<file path="src/rtl/bip_control.sv">
// bip_control: multi-cycle fetch/decode/execute sequencer for the BIP
// accumulator processor. It drives the program memory, the data memory and an
// external combinational add/sub ALU.
// Optional feature: define BIP_CTRL_OVF_EN to build the sticky signed-overflow flag.
// Without that macro, ovf_o is tied to 0.
module bip_control #(
  parameter int unsigned ADDR_W = 11,
  parameter int unsigned DATA_W = 16
) (
  input  logic              clk_i,
  input  logic              rst_i,
  input  logic              start_i,
  output logic [ADDR_W-1:0] prog_addr_o,
  input  logic [DATA_W-1:0] prog_data_i,
  output logic [ADDR_W-1:0] data_addr_o,
  input  logic [DATA_W-1:0] data_rd_i,
  output logic [DATA_W-1:0] data_wr_o,
  output logic              data_we_o,
  output logic [DATA_W-1:0] alu_a_o,
  output logic [DATA_W-1:0] alu_b_o,
  output logic              alu_op_o,
  input  logic [DATA_W-1:0] alu_result_i,
  output logic [DATA_W-1:0] acc_o,
  output logic              busy_o,
  output logic              halted_o,
  output logic              ovf_o
);

  localparam int unsigned OPC_W = DATA_W - ADDR_W;
  localparam int unsigned EXT_W = DATA_W - ADDR_W;

  localparam logic [OPC_W-1:0] OP_HLT  = OPC_W'(0);
  localparam logic [OPC_W-1:0] OP_STO  = OPC_W'(1);
  localparam logic [OPC_W-1:0] OP_LD   = OPC_W'(2);
  localparam logic [OPC_W-1:0] OP_LDI  = OPC_W'(3);
  localparam logic [OPC_W-1:0] OP_ADD  = OPC_W'(4);
  localparam logic [OPC_W-1:0] OP_ADDI = OPC_W'(5);
  localparam logic [OPC_W-1:0] OP_SUB  = OPC_W'(6);
  localparam logic [OPC_W-1:0] OP_SUBI = OPC_W'(7);

  typedef enum logic [2:0] {
    S_IDLE   = 3'd0,
    S_FETCH  = 3'd1,
    S_DECODE = 3'd2,
    S_EXEC   = 3'd3,
    S_MEM    = 3'd4,
    S_HALT   = 3'd5
  } state_t;

  state_t            state_q;
  logic [ADDR_W-1:0] pc_q;
  logic [DATA_W-1:0] acc_q;
  logic [DATA_W-1:0] ir_q;
  logic [ADDR_W-1:0] daddr_q;

  logic [OPC_W-1:0]  opcode;
  logic [OPC_W-1:0]  dec_opcode;
  logic [DATA_W-1:0] sext_operand;
  logic [DATA_W-1:0] alu_b;
  logic              alu_op;

  assign opcode       = ir_q[DATA_W-1:ADDR_W];
  assign dec_opcode   = prog_data_i[DATA_W-1:ADDR_W];
  assign sext_operand = {{EXT_W{ir_q[ADDR_W-1]}}, ir_q[ADDR_W-1:0]};

  // ALU operand B and opcode: immediates in EXEC, memory operands in MEM
  always_comb begin
    alu_b  = '0;
    alu_op = 1'b1;
    if (state_q == S_EXEC) begin
      if (opcode == OP_ADDI) begin
        alu_b  = sext_operand;
        alu_op = 1'b1;
      end else if (opcode == OP_SUBI) begin
        alu_b  = sext_operand;
        alu_op = 1'b0;
      end
    end else if (state_q == S_MEM) begin
      if (opcode == OP_ADD) begin
        alu_b  = data_rd_i;
        alu_op = 1'b1;
      end else if (opcode == OP_SUB) begin
        alu_b  = data_rd_i;
        alu_op = 1'b0;
      end
    end
  end

  // Control FSM with PC, IR, ACC and data address registers
  always_ff @(posedge clk_i or posedge rst_i) begin
    if (rst_i) begin
      state_q <= S_IDLE;
      pc_q    <= '0;
      acc_q   <= '0;
      ir_q    <= '0;
      daddr_q <= '0;
    end else begin
      case (state_q)
        S_IDLE, S_HALT: begin
          if (start_i) begin
            pc_q    <= '0;
            acc_q   <= '0;
            state_q <= S_FETCH;
          end
        end
        S_FETCH: begin
          state_q <= S_DECODE;
        end
        S_DECODE: begin
          ir_q    <= prog_data_i;
          pc_q    <= pc_q + ADDR_W'(1);
          // Only memory-touching instructions move the data address
          if ((dec_opcode == OP_STO) || (dec_opcode == OP_LD) ||
              (dec_opcode == OP_ADD) || (dec_opcode == OP_SUB)) begin
            daddr_q <= prog_data_i[ADDR_W-1:0];
          end
          state_q <= S_EXEC;
        end
        S_EXEC: begin
          case (opcode)
            OP_HLT:           state_q <= S_HALT;
            OP_LDI: begin
              acc_q   <= sext_operand;
              state_q <= S_FETCH;
            end
            OP_ADDI, OP_SUBI: begin
              acc_q   <= alu_result_i;
              state_q <= S_FETCH;
            end
            OP_LD, OP_ADD, OP_SUB: state_q <= S_MEM;
            default:          state_q <= S_FETCH;
          endcase
        end
        S_MEM: begin
          if (opcode == OP_LD) begin
            acc_q <= data_rd_i;
          end else begin
            acc_q <= alu_result_i;
          end
          state_q <= S_FETCH;
        end
        default: state_q <= S_IDLE;
      endcase
    end
  end

`ifdef BIP_CTRL_OVF_EN
  logic ovf_q;
  logic ovf_hit;
  logic alu_cyc;

  // Signed overflow detection on every accumulator-updating ALU cycle
  always_comb begin
    alu_cyc = ((state_q == S_EXEC) && ((opcode == OP_ADDI) || (opcode == OP_SUBI))) ||
              ((state_q == S_MEM)  && ((opcode == OP_ADD)  || (opcode == OP_SUB)));
    ovf_hit = 1'b0;
    if (alu_cyc) begin
      if (alu_op) begin
        ovf_hit = (acc_q[DATA_W-1] == alu_b[DATA_W-1]) &&
                  (alu_result_i[DATA_W-1] != acc_q[DATA_W-1]);
      end else begin
        ovf_hit = (acc_q[DATA_W-1] != alu_b[DATA_W-1]) &&
                  (alu_result_i[DATA_W-1] != acc_q[DATA_W-1]);
      end
    end
  end

  // Sticky overflow flag, cleared by reset or an accepted start
  always_ff @(posedge clk_i or posedge rst_i) begin
    if (rst_i) begin
      ovf_q <= 1'b0;
    end else if (((state_q == S_IDLE) || (state_q == S_HALT)) && start_i) begin
      ovf_q <= 1'b0;
    end else if (ovf_hit) begin
      ovf_q <= 1'b1;
    end
  end

  assign ovf_o = ovf_q;
`else
  assign ovf_o = 1'b0;
`endif

  assign prog_addr_o = pc_q;
  assign data_addr_o = daddr_q;
  assign data_wr_o   = acc_q;
  assign data_we_o   = (state_q == S_EXEC) && (opcode == OP_STO);
  assign alu_a_o     = acc_q;
  assign alu_b_o     = alu_b;
  assign alu_op_o    = alu_op;
  assign acc_o       = acc_q;
  assign busy_o      = (state_q == S_FETCH) || (state_q == S_DECODE) ||
                       (state_q == S_EXEC)  || (state_q == S_MEM);
  assign halted_o    = (state_q == S_HALT);

endmodule

</file>
<file path="config.mk">
export PLATFORM = sky130hd
export DESIGN_NAME = bip_control
export DESIGN_NICKNAME = d
export VERILOG_FILES = /design/src/rtl/bip_control.sv
export SDC_FILE = /design/constraint.sdc
export NUM_CORES = 1
export LEC_CHECK = 0
export ABC_AREA = 1
export BUFFER_PORTS_ARGS = -buffer_cell sky130_fd_sc_hd__buf_2
export CAP_MARGIN = 20
export CORE_MARGIN = 4
export CORE_UTILIZATION = 53
export DETAILED_ROUTE_END_ITERATION = 6
export PLACE_DENSITY = 0.86
export SLEW_MARGIN = 0
export SYNTH_ARGS = -nofsm -noshare
export SYNTH_HDL_FRONTEND = slang
export SYNTH_SLANG_ARGS = --single-unit
</file>
<file path="constraint.sdc">
create_clock -name clk_i -period 6.2 [get_ports clk_i]
set_input_delay 1.86 -clock clk_i [delete_from_list [all_inputs] [get_ports clk_i]]
set_output_delay 1.86 -clock clk_i [all_outputs]
set_load 0.01 [all_outputs]
</file>
# After elaboration in Yosys (flattened, before gate mapping)
# Index checks and enable logic that the tools add are counted.
# totals
reg_bits	57
inputBits	51
out_inout_bits	91
# classes
n_addsub	1
n_eq_ne	18
muxes	21
n_reduce_logical	17
# ops
cell	n
2-to-1 mux 16 bit	8
one-hot mux 16 bit (3 select lines)	1
one-hot mux 16 bit (2 select lines)	1
equality test 5 x 3 -> 1 bit, second input constant	6
one-hot mux 11 bit (2 select lines)	1
equality test 5 x 2 -> 1 bit, second input constant	3
one-hot mux 3 bit (5 select lines)	1
adder 11 x 1 -> 11 bit, second input constant	1
2-to-1 mux 11 bit	1
equality test 5 x 1 -> 1 bit, second input constant	2
equality test 3 x 2 -> 1 bit, second input constant	2
equality test 3 bit, second input constant	2
logical OR 1 bit	6
2-to-1 mux 1 bit	6
one-hot mux 3 bit (2 select lines)	1
zero test 5 bit	1
AND reduction 2 bit	2
OR reduction 2 bit	2
equality test 3 x 1 -> 1 bit, second input constant	1
zero test 3 bit	1
2-to-1 mux 3 bit	1
!= test 3 x 1 -> 1 bit, second input constant	1
AND reduction 3 bit	1
nonzero test 3 bit	1
other kinds (4)	4

# Longest topological paths before layout
# logic_depth
word_depth	5
mapped_depth	10
mapped_depth_nobuf	9

# Worst setup path after synthesis
# OpenSTA, ideal clock, no wires.
# synth_timing
path_kind	input to output
from	in data_rd_i[0]
to	out alu_b_o[0]
arrival_time_ns	2.175
required_time_ns	4.340
path_slack_ns	2.165
path_stages	2
path_buffers	0
path_cell_list	inv_1 -> o21ai_0
# synth_via
elab_chain_cells	4
# synth_lines
item	line	rtl
start, declared	16	input logic [DATA_W-1:0] data_rd_i,
2-to-1 mux 16 bit	82	end else if (opcode == OP_SUB) begin
2-to-1 mux 16 bit *	79	if (opcode == OP_ADD) begin
2-to-1 mux 16 bit *	78	end else if (state_q == S_MEM) begin
2-to-1 mux 16 bit *	70	if (state_q == S_EXEC) begin
end, declared	20	output logic [DATA_W-1:0] alu_b_o,
# Every way passes the cells marked *; elsewhere a longest branch is shown, timed or not.

# Final worst setup path
# layout_timing
from	reg ir_q[15]
to	out alu_b_o[14]
# layout_via
elab_chain_cells	5
# layout_lines
item	line	rtl
start, declared	53	logic [DATA_W-1:0] ir_q;
start signal, assigned	110	ir_q <= prog_data_i;
equality test 5 x 3 -> 1 bit	82	
2-to-1 mux 16 bit	82	
2-to-1 mux 16 bit	79	
2-to-1 mux 16 bit	78	
2-to-1 mux 16 bit *	70	
# Marks and branches as above.

==> impl_results.md <==
- First-pass GRT wire length: 17.17 mm
- Antenna violations before repair: 0
- Power share of the sequential group: 34.2%
- Largest net degree at the start of global routing: 58
- Via total after detailed routing: 3808
- Max VDD drop: 0.3281 mV
- I/O pins: approximately 140
- Startpoint Class: flip-flop
- Vias per inst: between 5 and 6
- Die Wd: 91.24 µm
- Crit end category: output pin
- H-tree level count: 3
- FF-to-FF path depth: 7
- Fin area: ~0.0043 mm²
- Reg2Reg Capture Point: acc_o[6]
- Final setup skew: 0.007895 ns
- Cell Pwr Density: 477.5 mW/mm²
- Family with the most delay on the worst path: simple AND/OR/NAND/NOR gates
- Die Area: 0.008325 mm²
- CTS buffer count: 9
- Clk root buf: clkbuf_8
- WS Path Type: flip-flop to output pin
- Net Count, Synth: slightly below 600
- GR Util All Layers: between 20% and 30%
- Antenna viol nets, final: 0
- GR Overflow Total: 0
- CTS tree: done
- Setup TNS: 0 ns
- Post-CTS Setup Inserts: 0
- Number of synthesized flops with an enable pin: 0
- Tightest Pin Transition: 0.8845 ns
- Final Slew Violations: 0
- Core Region: 0.006756 mm²
- # fillers: 640
- CTS clk-pin slew, worst paths: 0.07 ns
- Ant. Diodes: 0
- Asr flop ratio synth: 100.0%
- Area Growth Syn to Fin: 17.34%
- Synth Flop Type: dfrtp_1
- Critical Path Slowest Stage Cell: nor2_1
- Clock Tree Buf Depth: 2
- Pleak: 2.611 nW
- Area share of the largest cell type after synthesis: 38.84%
- Endpoints failing setup: 0
- Routed WL per cell: around 15 µm
- Worst hold stages: 2
- Register area share after synthesis: approximately 39%
- Synth warnings: 0
- Final setup margin: 1.198 ns
- Sw frac: 47.91%
- First-pass detailed-route iteration total: 5
- Syn Area/Cell: 6.903 µm²
- Row count: 30
- Critical path data required time: 4.34 ns
- Detailed Place HPWL: 7.550 mm
- Combinational Power Share: 48.1%
- Reg2reg start: ir_q[11]
- Commonest cells in the netlist: 179 x nand2_1, 68 x inv_1, 58 x nand3_1
- Share of post-route cells with drive strength above 1: a little over a quarter
- Post-CTS sizing: 0
- Synth area leader: dfrtp_1
- Slew HR: 40.97%
- Hold-critical path endpoint: data_addr_o[2]
- Initial Util: 54.35%
- Port buffer count: 140
- Synth Cell Area: about 0.0037 mm²
- Switch Pwr: 0.0009859 W
- CP arrival: between 3 and 4 ns
- Most frequent cell after synthesis: nand2_1
- Number of max-cap violations: 0
- Status: complete, no violations
- Synth Register Bits: 57
- Die height: 91.24 µm
- Critical path buffers and inverters: 2
- CP cell instances: inv_1 > nand3_1 > nor2_1 > nand2_1 > o21ai_0 > buf_2
- Sink Count: 57
- Design Power: 0.002058 W
- Clock Latency Late Sink: about 0.34 ns
- Dpl ws: 1.637 ns
- Clock Power Share: 17.7%
- Routability cong.: 0.8691
- Worst Hold Launch: data_addr_o[2]
- Crit-path max FO: 20
- Initial DRC count: 270
- Flop-to-flop setup slack: 3.71 ns
- Total wire length: 10.43 mm
- Fmax: approximately 200 MHz
- Final net count: ~680
- Cts hold-fix bufs: 0
- Cells after synthesis: between 500 and 600
- Final Hold Vio Count: 0
- Unique cell type count in the Yosys netlist: 26
- # DRC: 0
- Number of global-route vias before repair: between 3000 and 4000
- Tmin final: 5.002 ns
- Dpl cell area: ~0.004 mm²
- Top post-synthesis cells by area: dfrtp_1 39%, nand2_1 18%, nand3_1 7.9%
- Post-route core utilization: a little under two thirds
- Pint: 0.001072 W
- RSZ-0062 raised after global routing: no
- Hold crit path type: flip-flop to flip-flop
- Final critical-path share of the clock period: 80.68%
- CP max stage delay: 0.70 ns
[worst register-to-register path, cell delays in order, from the launching register on]
cell     delay (ns)
dfrtp_1        0.65
nor2_2         0.82
nand3_2        0.50
nand2_1        0.16
nand3_1        0.08
nand2_1        0.08
nand2_1        0.07
nand2_1        0.08
[area by class of cell]
type                    instances  area (µm²)  area share, %
flip-flops and latches         57        1426          33.10
clock buffers                  12       155.1          3.600
repair buffers                142       713.2          16.55
multi-input cells             345        1593          36.96
well taps                      80       100.1          2.323
inverters                      72       270.3          6.272
clock inverters                 4       51.30          1.190
[layout by cell type (no fill, tap or decap), drive strengths merged]
cell and instances:
ha 1, nor3 2, clkinv 3, a21oi 7, inv 71, nand3 63
o21ai 40, nor2 14, nand4 32, bufinv 1, clkbuf 12, dfrtp 57
o22ai 3, buf 142, clkinvlp 1, nand2 182, conb 1
[layer usage]
metal	share of wire, %	GRT usage (%)
met1	43	34.13
met4	2.1	10.68
met5	0	0
met2	47	40.47
met3	8.2	5.137
[power groups by stage]
stage / combinational [W] / clock (W) / sequential [W]
after floorplan: 0.000766 / 0 / 0.000706
after global placement: 0.000967 / 0 / 0.000696
after detailed placement: 0.000983 / 0 / 0.000704
after CTS: 0.000987 / 0.000369 / 0.000700
after global routing: 0.00111 / 0.000390 / 0.000737
final: 0.000990 / 0.000364 / 0.000704
[metrics by stage]
stage	instances	hold WS [ns]
3_5_place_dp	695	0.4569
5_1_grt	712	0.4968
2_1_floorplan	532	0.5014
3_3_place_gp	695	0.4518
4_1_cts	711	0.4749
6_report	712	0.4711
[flip-flops by register name (all words and copies together) (netlist names)]
register	cells
acc_o	16
ir_q	16
data_addr_o	11
prog_addr_o	11
state_q	3
[worst max-delay path by stage]
stage                       startpoint     endpoint  cells past startpoint
after floorplan           data_rd_i[0]   alu_b_o[0]                      2
after global placement        ir_q[15]  alu_b_o[14]                      6
after detailed placement      ir_q[15]  alu_b_o[14]                      6
after CTS                     ir_q[15]  alu_b_o[14]                      6
after global routing          ir_q[15]  alu_b_o[14]                      6
final                         ir_q[15]  alu_b_o[14]                      6
[kinds of logic (layout without fill, tap and decap cells)]
logic type	count (synthesis)	in the layout	share of synthesized area [%]
other	1	1	0.1021
buffers and inverters	130	230	17.79
AND/OR/NAND/NOR	293	293	35.71
adder cells (fa/ha/maj)	1	1	0.3407
AO/OA/AOI/OAI	50	50	7.223
flip-flops	57	57	38.84
(Power assumes the default switching activity.)
